<file path="src/rtl/core_types_pkg.sv">
// Shared core types for the fetch stage.
//   word_t        : 32-bit machine word / address
//   fetch_state_t : fetch FSM states (FETCH, STOPPED, HALTED)
//   iq_entry_t    : instruction-queue entry {pc, instr}
//   HALT_INSTR_DEFAULT : encoding that stops fetch
package core_types_pkg;

    typedef logic [31:0] word_t;

    typedef enum logic [1:0] {
        FETCH   = 2'd0,
        STOPPED = 2'd1,
        HALTED  = 2'd2
    } fetch_state_t;

    typedef struct packed {
        word_t pc;
        word_t instr;
    } iq_entry_t;

    localparam word_t HALT_INSTR_DEFAULT = 32'hFFFF_FFFF;

endpackage

</file>
<file path="src/rtl/fetch_unit_if.sv">
// Fetch <-> icache blocking read interface.
//   icache_REN  : read request (fetch -> icache)
//   icache_addr : word address, bits [1:0] zero (fetch -> icache)
//   icache_halt : halt indication (fetch -> icache)
//   icache_hit  : response valid this cycle (icache -> fetch)
//   icache_load : instruction word, valid with icache_hit (icache -> fetch)
// Modports: master = fetch side, slave = icache side.
interface fetch_unit_if;

    logic                        icache_REN;
    core_types_pkg::word_t       icache_addr;
    logic                        icache_halt;
    logic                        icache_hit;
    core_types_pkg::word_t       icache_load;

    modport master (
        output icache_REN,
        output icache_addr,
        output icache_halt,
        input  icache_hit,
        input  icache_load
    );

    modport slave (
        input  icache_REN,
        input  icache_addr,
        input  icache_halt,
        output icache_hit,
        output icache_load
    );

endinterface

</file>
<file path="src/rtl/fetch_iq.sv">
// Instruction queue: circular FIFO of iq_entry_t.
//   CLK, RST  : clock, synchronous active-high reset
//   flush     : empties the queue next cycle (overrides push/pop)
//   push      : enqueue push_data (ignored when full)
//   pop       : dequeue head (ignored when empty)
//   head      : current head entry
//   full/empty: decided on the current occupancy only
module fetch_iq
    import core_types_pkg::*;
#(
    parameter int unsigned DEPTH = 4
) (
    input  logic      CLK,
    input  logic      RST,
    input  logic      flush,
    input  logic      push,
    input  iq_entry_t push_data,
    input  logic      pop,
    output iq_entry_t head,
    output logic      full,
    output logic      empty
);

    localparam int unsigned PtrW = $clog2(DEPTH);
    localparam logic [PtrW:0] FullCount = (PtrW + 1)'(DEPTH);

    iq_entry_t       mem_q [DEPTH];
    logic [PtrW-1:0] head_q, tail_q;
    logic [PtrW:0]   count_q, count_d;
    logic            do_push, do_pop;

    assign full    = (count_q == FullCount);
    assign empty   = (count_q == '0);
    assign do_push = push & ~full;
    assign do_pop  = pop & ~empty;
    assign head    = mem_q[head_q];

    always_comb begin
        count_d = count_q;
        unique case ({do_push, do_pop})
            2'b10:   count_d = count_q + 1'b1;
            2'b01:   count_d = count_q - 1'b1;
            default: count_d = count_q;
        endcase
    end

    always_ff @(posedge CLK) begin
        if (RST || flush) begin
            head_q  <= '0;
            tail_q  <= '0;
            count_q <= '0;
        end else begin
            if (do_push) tail_q <= tail_q + 1'b1;
            if (do_pop)  head_q <= head_q + 1'b1;
            count_q <= count_d;
        end
    end

    // Storage needs no reset; validity is tracked by count_q.
    always_ff @(posedge CLK) begin
        if (do_push) mem_q[tail_q] <= push_data;
    end

endmodule

</file>
<file path="src/rtl/fetch_unit.sv">
// Fetch stage: owns the PC, drives the icache blocking read interface, queues
// fetched instructions in fetch_iq and presents them to decode (valid/ready).
// Handles redirects, HALT_INSTR detection and forwards core halt to the icache.
// Ports:
//   CLK, RST                     : clock, synchronous active-high reset
//   icache (fetch_unit_if.master): REN/addr/halt out, hit/load in
//   redirect_valid, redirect_pc  : PC redirect from execute/commit
//   core_halt                    : core has committed HALT
//   dec_valid/dec_instr/dec_pc   : IQ head (or bypassed word) to decode
//   dec_ready                    : decode accepts head this cycle
//   fetch_stopped                : fetch stopped after issuing HALT_INSTR
// Optional: define FETCH_BYPASS_EN to forward a hit straight to decode when
// the IQ is empty (zero-cycle fetch-to-decode).
module fetch_unit
    import core_types_pkg::*;
#(
    parameter int unsigned IQ_DEPTH   = 4,
    parameter word_t       RESET_PC   = 32'h0000_0000,
    parameter word_t       HALT_INSTR = HALT_INSTR_DEFAULT
) (
    input  logic                CLK,
    input  logic                RST,
    fetch_unit_if.master        icache,
    input  logic                redirect_valid,
    input  word_t               redirect_pc,
    input  logic                core_halt,
    output logic                dec_valid,
    output word_t               dec_instr,
    output word_t               dec_pc,
    input  logic                dec_ready,
    output logic                fetch_stopped
);

    fetch_state_t state_q, state_d;
    word_t        pc_q, pc_d;

    logic      iq_full, iq_empty, iq_push, iq_pop;
    iq_entry_t iq_head;

    logic fetch_req, fire, is_halt, redirect_take, bypass;

    // Low PC bits are always forced to zero.
    logic unused_redirect_lsb;
    assign unused_redirect_lsb = ^redirect_pc[1:0];

    // Halt beats redirect; redirect is dead once halted.
    assign redirect_take = redirect_valid & ~core_halt & (state_q != HALTED);

    assign fetch_req = (state_q == FETCH) & ~iq_full & ~redirect_valid;
    assign fire      = fetch_req & icache.icache_hit;
    assign is_halt   = (icache.icache_load == HALT_INSTR);

`ifdef FETCH_BYPASS_EN
    assign bypass    = fire & iq_empty;
    assign dec_valid = ~iq_empty | bypass;
    assign dec_instr = iq_empty ? icache.icache_load : iq_head.instr;
    assign dec_pc    = iq_empty ? pc_q : iq_head.pc;
`else
    assign bypass    = 1'b0;
    assign dec_valid = ~iq_empty;
    assign dec_instr = iq_head.instr;
    assign dec_pc    = iq_head.pc;
`endif

    // A bypassed word accepted by decode never enters the queue.
    assign iq_push = fire & ~(bypass & dec_ready);
    assign iq_pop  = dec_ready & ~iq_empty;

    fetch_iq #(
        .DEPTH (IQ_DEPTH)
    ) u_iq (
        .CLK       (CLK),
        .RST       (RST),
        .flush     (redirect_take),
        .push      (iq_push),
        .push_data ('{pc: pc_q, instr: icache.icache_load}),
        .pop       (iq_pop),
        .head      (iq_head),
        .full      (iq_full),
        .empty     (iq_empty)
    );

    always_comb begin
        state_d = state_q;
        pc_d    = pc_q;
        if (fire)          pc_d = pc_q + 32'd4;
        if (redirect_take) pc_d = {redirect_pc[31:2], 2'b00};
        unique case (state_q)
            FETCH:   if (fire && is_halt) state_d = STOPPED;
            STOPPED: if (redirect_take)   state_d = FETCH;
            HALTED:  state_d = HALTED;
            default: state_d = FETCH;
        endcase
        if (core_halt) state_d = HALTED;
    end

    always_ff @(posedge CLK) begin
        if (RST) begin
            state_q <= FETCH;
            pc_q    <= {RESET_PC[31:2], 2'b00};
        end else begin
            state_q <= state_d;
            pc_q    <= pc_d;
        end
    end

    assign icache.icache_REN  = fetch_req;
    assign icache.icache_addr = pc_q;
    // Registered by construction: HALTED is entered the edge after core_halt.
    assign icache.icache_halt = (state_q == HALTED);
    assign fetch_stopped      = (state_q == STOPPED);

endmodule

</file>
<file path="src/flat_wrapper.sv">
// flat-port wrapper written by rule: the top's interface ports become plain ports
module fetch_unit_flat import core_types_pkg::*;
#(
    parameter int unsigned IQ_DEPTH   = 4,
    parameter word_t       RESET_PC   = 32'h0000_0000,
    parameter word_t       HALT_INSTR = HALT_INSTR_DEFAULT
)
  (CLK, RST, redirect_valid, redirect_pc, core_halt, dec_valid, dec_instr, dec_pc, dec_ready, fetch_stopped, icache_icache_REN, icache_icache_addr, icache_icache_halt, icache_icache_hit, icache_icache_load);
  fetch_unit_if icache_i ();
  input  logic CLK;
  input  logic RST;
  input  logic redirect_valid;
  input  word_t redirect_pc;
  input  logic core_halt;
  output logic dec_valid;
  output word_t dec_instr;
  output word_t dec_pc;
  input  logic dec_ready;
  output logic fetch_stopped;
  output wire logic [$bits(icache_i.icache_REN)-1:0] icache_icache_REN;
  output wire logic [$bits(icache_i.icache_addr)-1:0] icache_icache_addr;
  output wire logic [$bits(icache_i.icache_halt)-1:0] icache_icache_halt;
  input wire logic [$bits(icache_i.icache_hit)-1:0] icache_icache_hit;
  input wire logic [$bits(icache_i.icache_load)-1:0] icache_icache_load;
  assign icache_icache_REN = icache_i.icache_REN;
  assign icache_icache_addr = icache_i.icache_addr;
  assign icache_icache_halt = icache_i.icache_halt;
  assign icache_i.icache_hit = icache_icache_hit;
  assign icache_i.icache_load = icache_icache_load;
  fetch_unit #(.IQ_DEPTH(IQ_DEPTH), .RESET_PC(RESET_PC), .HALT_INSTR(HALT_INSTR)) u_core (.CLK(CLK), .RST(RST), .icache(icache_i), .redirect_valid(redirect_valid), .redirect_pc(redirect_pc), .core_halt(core_halt), .dec_valid(dec_valid), .dec_instr(dec_instr), .dec_pc(dec_pc), .dec_ready(dec_ready), .fetch_stopped(fetch_stopped));
endmodule
</file>
<file path="config.mk">
export PLATFORM = sky130hd
export DESIGN_NAME = fetch_unit_flat
export DESIGN_NICKNAME = d
export VERILOG_FILES = /design/src/rtl/core_types_pkg.sv /design/src/rtl/fetch_unit_if.sv /design/src/rtl/fetch_iq.sv /design/src/rtl/fetch_unit.sv /design/src/flat_wrapper.sv
export SDC_FILE = /design/constraint.sdc
export NUM_CORES = 1
export LEC_CHECK = 0
export CORE_MARGIN = 1.5
export CORE_UTILIZATION = 49
export DETAILED_ROUTE_END_ITERATION = 10
export PLACE_DENSITY = 0.76
export SYNTH_ARGS = -nofsm -noshare
export SYNTH_HDL_FRONTEND = slang
export SYNTH_SLANG_ARGS = --single-unit
</file>
<file path="constraint.sdc">
create_clock -name CLK -period 2.8 [get_ports CLK]
set_clock_uncertainty 0.1 [all_clocks]
set_input_delay 0.28 -clock CLK [delete_from_list [all_inputs] [get_ports CLK]]
set_output_delay 0.28 -clock CLK [all_outputs]
set_load 0.005 [all_outputs]
</file>
# After elaboration in Yosys (flattened, before gate mapping)
# Memory sizes are Yosys's and may differ from the RTL's. A register that Yosys moved wholly into a read port is not among the register bits.
# Cells that the tools add are included.
# word_totals
memories	1
mem_bits_rw	256
latchBits	0
input_bits	70
mem_bits_ro	0
word_cells	57
reg_bits	41
# classes
n_addsub	5
reduce_logical	10
n_shift	0
multipliers	0
n_mux	11
div_mod_pow	0
n_eq_ne	11
magnitude_cmp	0
n_bitwise	12
# mem_list
memory	words	word_bits	read_ports	rd_ports_with_merged_regs	write_ports	line	source
u_core.u_iq.mem_q	4	64	1	1	1	fetch_iq.sv:27	iq_entry_t mem_q [DEPTH];
# ops
cell	count
$mux W32	2
$add A32 B3 Y32 const B	1
$eq A32 B32 Y1 const B	1
$mux W2	5
$and A1 B1 Y1	8
$pmux W2 S3	1
$pmux W3 S2	1
$add A2 B1 Y2 const B	2
$eq A2 B1 Y1 const B	2
$eq A2 B2 Y1 const B	2
$ne A2 B2 Y1 const B	2
$not A1 Y1	4
$reduce_and A2 Y1	2
$reduce_bool A2 Y1	2
$reduce_or A2 Y1	2
$add A3 B1 Y3 const B	1
$eq A3 B3 Y1 const B	1
$logic_not A3 Y1	1
$ne A3 B2 Y1 const B	1
$ne A3 B3 Y1 const B	1
$sub A3 B1 Y3 const B	1
$logic_not A2 Y1	1
$mux W1	2
$ne A2 B1 Y1 const B	1
other kinds (2)	2

# Logic depth before layout (Yosys ltp)
# Gate-level depths: netlist (run 1).
# depth
word_depth	9
ltp_mapped	12
mapped_depth_nobuf	11

# Cells and area by module
# Synthesis (run 1) repeated with hierarchy kept, for this count alone.
# unflattened
hier_cells	637
hier_area_um2	11673.7
# modules_own_cells
mod	seq_area_each_um2	instances	cells_per_inst	area_each_um2
fetch_iq	7867.5	1	390	9706.8
fetch_unit	640.6	1	247	1966.9

# Worst setup path before layout (run 1)
# OpenSTA, ideal clock, no wires.
# synth_path
kind	register -> register
startpoint	reg u_core.state_q[1]
endpoint	mem u_core.u_iq.mem_q[0][0] in the netlist's numbering, enable pin
synth_period_minus_slack_ns	3.040
arrival_ns	2.513
slack_ns	-0.240
path_buffers	0
setup_time_ns	0.427
stages_incl_launch_ff	4
path_cell_list	dfxtp_1 or3_4 nor2_1 and3_1
# synth_via
elab_chain_len	7
# synth_lines
item	line	source
start: declaration	fetch_unit.sv:34	fetch_state_t state_q, state_d;
start signal: assignment	fetch_unit.sv:102	state_q <= state_d;
$logic_not A2 Y1	fetch_unit.sv:49	assign fetch_req = (state_q == FETCH) & ~iq_full & ~redirect_valid;
$and A1 B1 Y1 (2 in a row)	fetch_unit.sv:49	
named net icache_icache_REN	flat_wrapper.sv:20	output wire logic [$bits(icache_i.icache_REN)-1:0] icache_icache_REN;
$and A1 B1 Y1	fetch_unit.sv:50	assign fire = fetch_req & icache.icache_hit;
$and A1 B1 Y1	fetch_iq.sv:34	assign do_push = push & ~full;
$mux W1	fetch_iq.sv:61	if (do_push) mem_q[tail_q] <= push_data;
$mux W1 (implied by the code)	fetch_iq.sv:61	
end: declaration	fetch_iq.sv:27	
# The timed path passes the listed nets, and every way through them passes these cells.

==> results of run 1 <==
## power breakdown
group | leakage, nW | switching (W) | internal (W)
Combinational | 1.62 | 0.000345 | 0.000511
Clock | 0.460 | 0.00150 | 0.00228
Sequential | 2.59 | 0.0000825 | 0.00477
## per-stage QoR
| step | instances | utilization [%] |
|---|---|---|
| 2_1_floorplan | 605 | - |
| 3_3_place_gp | 1055 | 59.82 |
| 3_5_place_dp | 1055 | 59.82 |
| 4_1_cts | 1107 | 63.95 |
| 5_1_grt | 1107 | 63.95 |
| 6_report | 1107 | 63.95 |
## sequential cells by signal, summed over array words and instances, names as in the netlist, named ones only
register,flops
u_core.u_iq.count_q,3
u_core.u_iq.mem_q,248
u_core.state_q,2
u_core.u_iq.tail_q,2
u_core.icache.icache_addr,30
u_core.u_iq.head_q,2
## placed cells by master, fill, tap and decap left out, drive strengths merged, types with 2 or more instances in the layout
cell / instances
edfxtp: 248
clkdlybuf4s50: 163
mux4: 62
nor2: 44
dfxtp: 41
clkbuf: 38
buf: 33
a211oi: 28
xor2: 25
nand4: 21
nand2: 18
nand3: 14
inv: 10
clkinv: 10
xnor2: 8
and3: 8
nor3: 7
ha: 6
and2: 4
and4: 4
a21oi: 4
conb: 4
bufinv: 4
nor4: 3
o21ai: 2
or3: 2
## tightest hold or removal path, stage by stage
cell and delay (ps):
clkdlybuf4s50_1 400, nor2_1 100, a211oi_1 50
## how the worst min path moves through the flow
stage	start	to	slack, ps	depth (start not counted)
CTS	redirect_pc[11]	u_core.icache.icache_addr[11]	230	3
finish	redirect_pc[8]	u_core.icache.icache_addr[8]	250	3
floorplan	core_halt	u_core.state_q[0]	260	1
global route	redirect_pc[10]	u_core.icache.icache_addr[10]	240	3
detailed placement	u_core.u_iq.head_q[1]	flop	420	2
global placement	u_core.u_iq.tail_q[1]	u_core.u_iq.tail_q[1]	380	2
## logic make-up (layout without fill, tap and decap cells)
kind of cell             count (synthesis)  count (layout)  share of synthesized area (%)
AO/OA/AOI/OAI                           38              38                          2.858
XOR/XNOR                                33              33                          2.558
adder cells (fa/ha/maj)                  7               7                         0.8417
buffers and inverters                   41             258                          1.706
flip-flops                             289             289                          73.19
multiplexers                            63              63                          12.45
other                                    1               4                        0.03319
AND/OR/NAND/NOR                        130             130                          6.369
## final cells by class
cell class / instances / share of cell area (%)
Sequential cell: 289 / 57.16
Clock buffer: 38 / 5.315
Timing Repair Buffer: 196 / 13.84
Clock inverter: 14 / 1.141
Multi-Input combinational cell: 275 / 19.82
Tap cell: 285 / 2.463
Inverter: 10 / 0.2592
## metal layers
| layer | wire length [um] | up-vias | part of all wire, % |
|---|---|---|---|
| li1 | - | 2807 | - |
| met5 | 0 | - | 0 |
| met2 | 11720 | 279 | 48 |
| met3 | 1914 | 40 | 7.9 |
| met4 | 469 | 0 | 1.9 |
| met1 | 10090 | 3149 | 42 |
==> summary.md, run 1 <==
| Metric | Value |
|---|---|
| Placed standard-cell area | 13540 um2 |
| Post-CTS Hold Buffers | 0 |
| Initial DRC Count | 480 |
| GRT Max-Usage Layer | met2 |
| CTS sink cnt | 289 |
| VDD IR-drop max | ~0.00037 V |
| Layout cells sized above 1 | 19.46% |
| Synth top cells by count | edfxtp_1 (248), mux4_2 (62), nor2_1 (44) |
| CTS root buffer | clkbuf_16 |
| CTS clk-pin slew, worst paths | 60 ps |
| Die width | between 150 and 200 um |
| # diodes | 0 |
| Post-synth EDFFs | 248 |
| Initial cell density of the core | 49.90% |
| Final hold vios | 0 |
| Finished Cell Area | 14480 um2 |
| Syn avg cell area | 18.77 um2 |
| Htree depth | 1 |
| Top-count cell post-synth | edfxtp_1 |
| DPL Wire Length | 15.75 mm |
| CTS tree | built |
| Synth top area share | roughly 66% |
| Crit path max-delay cell type | dfxtp_4 |
| Min-Delay Path Class | in2reg |
| Post-synthesis sequential area ratio | 73.19% |
| Drc violations | 0 |
| CTS buffer count | 28 |
| Arrival @ worst endpoint | between 2000 and 2500 ps |
| Initial DRT Pass Iterations | 5 |
| Placer Congestion | 0.8482 |
| PwrDens | 655.8 nW/um2 |
| Max Slew Vio Count | 0 |
| # setup viols final | 0 |
| Main flop type after synthesis | edfxtp_1 |
| Post-DR wirelength/cell | between 20 and 25 um |
| Port bufs | 163 |
| Maximum fanout along the worst path | 19 |
| Async set or reset register ratio after synthesis | 0% |
| Fillers | between 1500 and 2000 |
| Min cycle time layout | 2644 ps |
| Crit Reg-Reg Endpoint | u_core.icache.icache_addr[29] |
| Cell depth of the worst flop-to-flop path | 5 |
| Post-cts resize count | 0 |
| Syn. warnings | 0 |
| Post CTS Setup Buffer Count | 0 |
| Met2 Use GR | 33.57% |
| CP delay by family, top | buffers and inverters |
| Yosys reg bits | 289 |
| Initial antenna violation count | 0 |
| RSZ-0062 raised after global routing | false |
| Fin nets | 877 |
| Setup TNS | 0 ps |
| Critical-path cell list | buf_4 -> mux4_2 -> clkdlybuf4s50_1 |
| Num ports | 170 |
| Post-synthesis cell type count | 44 |
| Largest net degree at the start of global routing | 50 |
| Type of destination of the critical path | output pin |
| Synthesis-to-layout area growth | 28.16% |
| Slowest stage delay, CP | 560 ps |
| Met3 global-route usage | 4.035% |
| Vias after detailed routing | ~6300 |
| Clk_lat worst skew | 530 ps |
| Number of routed nets with antenna violations | 0 |
| Row count | 55 |
| All-Layer GR Usage | 20.34% |
| GRT met1 Usage | 28.21% |
| Max frequency | 0.3782 GHz |
| Crit. path cell count | 3 |
| Worst flop-to-flop path startpoint | u_core.icache.icache_addr[13] |
| Footprint of the multi-input gates | 2870 um2 |
| Mapped Cells | 602 |
| Worst setup path class | reg2out |
| Final Cycle Share | a little over nine tenths |
| Longest Clk Path Bufs | 3 |
| Worst slew pin tran | between 600 and 700 ps |
| LEAKAGE | around 4.7 nW |
| Pre-CTS setup slack | 208.4 ps |
| Max-slew headroom | 53.63% |
| Worst setup SP type | flop |
| Post-Route WL | 24.20 mm |
| Largest area contributor in the netlist | edfxtp_1 |
| Hold_ws | 247.1 ps |
| Worst Path Buf+Inv | 2 |
| Vias per inst | around 5.7 |
| Register area | 8275 um2 |
| # Max-Cap Violations | 0 |
| Top area cells in the synthesized netlist | edfxtp_1 (66%), mux4_2 (12%), dfxtp_1 (7.3%) |
| GRT overflow | 0 |
| R2R setup slack | 290 ps |
| First-pass GRT wire length | 36.85 mm |
| Mapped Area | 11300 um2 |
| Critical path capture point | dec_pc[31] |
| Final WS setup | 155.6 ps |
| Die Ht | 154.8 um |
| Die ar. | about 24000 um2 |
| Power consumption | roughly 0.0095 W |
| WP data required | 2420 ps |
| Vias in the first global route | about 6500 |
| Core area | 22640 um2 |
| Status | completed |
No activity file was read; power rests on OpenSTA's default activity.
==> inputs of run 2 (changes only) <==
--- a/config.mk
+++ b/config.mk
@@ -5,10 +5,13 @@
 export SDC_FILE = /design/constraint.sdc
 export NUM_CORES = 1
 export LEC_CHECK = 0
+export CAP_MARGIN = 20
 export CORE_MARGIN = 1.5
 export CORE_UTILIZATION = 49
+export CTS_CLUSTER_DIAMETER = 40
 export DETAILED_ROUTE_END_ITERATION = 10
 export PLACE_DENSITY = 0.76
+export SKIP_LAST_GASP = 1
 export SYNTH_ARGS = -nofsm -noshare
 export SYNTH_HDL_FRONTEND = slang
 export SYNTH_SLANG_ARGS = --single-unit
==> summary.md, run 2 (same netlist as run 1, synthesis figures left out) <==
| Metric | Value |
|---|---|
| Layout cells sized above 1 | 21.01% (was 19.46%) |
| Pre-CTS setup slack | 208.4 ps (unchanged) |
| Type of destination of the critical path | output pin (unchanged) |
| DPL Wire Length | 15.75 mm (unchanged) |
| Min cycle time layout | 2619 ps (was 2644 ps) |
| Row count | 55 (unchanged) |
| Worst slew pin tran | 700.6 ps (was 690.4 ps) |
| VDD IR-drop max | 0.0002974 V (was 0.0003659 V) |
| Max reg flops | 248 (unchanged) |
| Cell depth of the worst flop-to-flop path | 5 (unchanged) |
| Vias per inst | 5.684 (was 5.668) |
| Post-CTS Hold Buffers | 0 (unchanged) |
| All-Layer GR Usage | 20.78% (was 20.34%) |
| Number of routed nets with antenna violations | 0 (unchanged) |
| Num ports | 170 (unchanged) |
| LEAKAGE | 4.749 nW (was 4.672 nW) |
| CTS root buffer | clkbuf_16 (unchanged) |
| Post-Route WL | 24.54 mm (was 24.20 mm) |
| GRT overflow | 0 (unchanged) |
| Synthesis-to-layout area growth | 29.58% (was 28.16%) |
| Fin nets | 884 (was 877) |
| Commonest non-fill, non-tap cell in the layout | edfxtp_1 (unchanged) |
| Crit Reg-Reg Endpoint | u_core.icache.icache_addr[29] (unchanged) |
| Drc violations | 0 (unchanged) |
| Post-DR wirelength/cell | 21.95 um (was 21.86 um) |
| # setup viols final | 0 (unchanged) |
| R2R setup slack | 350 ps (was 290 ps) |
| RSZ-0062 raised after global routing | false (unchanged) |
| WP data required | 2420 ps (about the same) |
| Min-Delay Path Class | in2reg (unchanged) |
| Most frequent cells in the layout | edfxtp_1 (248), clkdlybuf4s50_1 (163), mux4_2 (62), nor2_1 (44), dfxtp_1 (39) (unchanged) |
| Critical path capture point | dec_pc[31] (unchanged) |
| Worst flop-to-flop path startpoint | u_core.icache.icache_addr[13] (unchanged) |
| Final WS setup | 181.1 ps (was 155.6 ps) |
| Vias in the first global route | 6574 (was 6460) |
| Max Slew Vio Count | 0 (unchanged) |
| First-pass GRT wire length | 37.30 mm (was 36.85 mm) |
| Die Ht | 154.8 um (unchanged) |
| Worst setup path class | reg2out (unchanged) |
| Vias after detailed routing | 6355 (was 6275) |
| Placer Congestion | 0.8482 (unchanged) |
| Worst setup SP type | flop (unchanged) |
| Clk_lat worst skew | 510 ps (was 530 ps) |
| Final hold vios | 0 (unchanged) |
| Initial cell density of the core | 49.90% (unchanged) |
| Fraction of power spent switching nets | 21.81% (was 20.29%) |
| Max-slew headroom | 52.87% (was 53.63%) |
| Die width | 154.8 um (unchanged) |
| Post CTS Setup Buffer Count | 0 (unchanged) |
| Initial DRT Pass Iterations | 5 (unchanged) |
| Logic pwr share | 8.7% (was 9.0%) |
| Top reg by flops | u_core.u_iq.mem_q (unchanged) |
| Largest net degree at the start of global routing | 50 (unchanged) |
| CTS tree | built (unchanged) |
| Setup TNS | 0 ps (unchanged) |
| Arrival @ worst endpoint | 2240 ps (was 2260 ps) |
| Clk pwr share | 42.3% (was 39.8%) |
| Sequential share of power | 49.1% (was 51.1%) |
| CTS buffer count | 35 (was 28) |
| Min-delay src | redirect_pc[8] (unchanged) |
| CTS clk-pin slew, worst paths | 50 ps (was 60 ps) |
| Internal Power | 0.007744 W (was 0.007569 W) |
| PwrDens | 676.5 nW/um2 (was 655.8 nW/um2) |
| Final Cycle Share | 93.53% (was 94.44%) |
| CTS sink cnt | 289 (unchanged) |
| Post-cts resize count | 0 (unchanged) |
| # Max-Cap Violations | 0 (unchanged) |
| Longest Clk Path Bufs | 3 (unchanged) |
| Initial DRC Count | 521 (was 480) |
| Max frequency | 0.3818 GHz (was 0.3782 GHz) |
| NetSw | 0.002160 W (was 0.001927 W) |
| Status | completed (unchanged) |
| Maximum fanout along the worst path | 19 (unchanged) |
| Die ar. | 23980 um2 (unchanged) |
| Htree depth | 2 (was 1) |
| Core area | 22640 um2 (unchanged) |
| Initial antenna violation count | 0 (unchanged) |
| # diodes | 0 (unchanged) |
| Port bufs | 163 (unchanged) |
[run 2: worst max-delay path, cell delays in order, from the launching register on]
cell and delay [ps]:
dfxtp_4 550, buf_4 320, mux4_2 340, clkdlybuf4s50_1 510
[run 2: metrics by stage]
stage,hold WS [ps],instances,cell area [um2],utilization [%],total power (W)
2_1_floorplan,258.5,605,11310,-,0.005301
3_3_place_gp,384.1,1055,13540,59.82,0.005782
3_5_place_dp,421.5,1055,13540,59.82,0.005810
4_1_cts,256.1,1118,14640,64.66,0.009988
5_1_grt,270.8,1118,14640,64.66,0.01022
6_report,273.0,1118,14640,64.66,0.009904
[run 2: worst min-delay path by stage]
stage / to / cells after the start
floorplan: u_core.state_q[0] / 1
global placement: u_core.u_iq.tail_q[1] / 2
detailed placement: flop / 2
CTS: u_core.icache.icache_addr[11] / 3
global route: u_core.icache.icache_addr[10] / 3
finish: u_core.icache.icache_addr[8] / 3
[run 2: routing by layer]
metal / GRT usage [%] / vias up / routed length [um] / part of all wire [%]
met5: 0 / - / 0 / 0
met4: 5.449 / 0 / 444 / 1.8
met3: 4.875 / 34 / 1812 / 7.4
met2: 34.32 / 254 / 12100 / 49
met1: 28.03 / 3239 / 10190 / 41
li1: - / 2828 / - / -
[run 2: power by group through the flow]
stage	clock (W)	sequential (W)	combinational, W
floorplan	0	0.00493	0.000372
global placement	0	0.00493	0.000848
detailed placement	0	0.00495	0.000863
CTS	0.00426	0.00486	0.000870
global route	0.00443	0.00487	0.000920
finish	0.00419	0.00486	0.000858
[run 2: cell type report]
type                       count  area (um2)
tap                          285       356.6
inverter                      10       37.54
fill                        1525        8001
multi-input combinational    275        2870
timing repair buffer         196        2004
sequential                   289        8275
clock inverter                20       147.6
clock buffer                  43       947.2
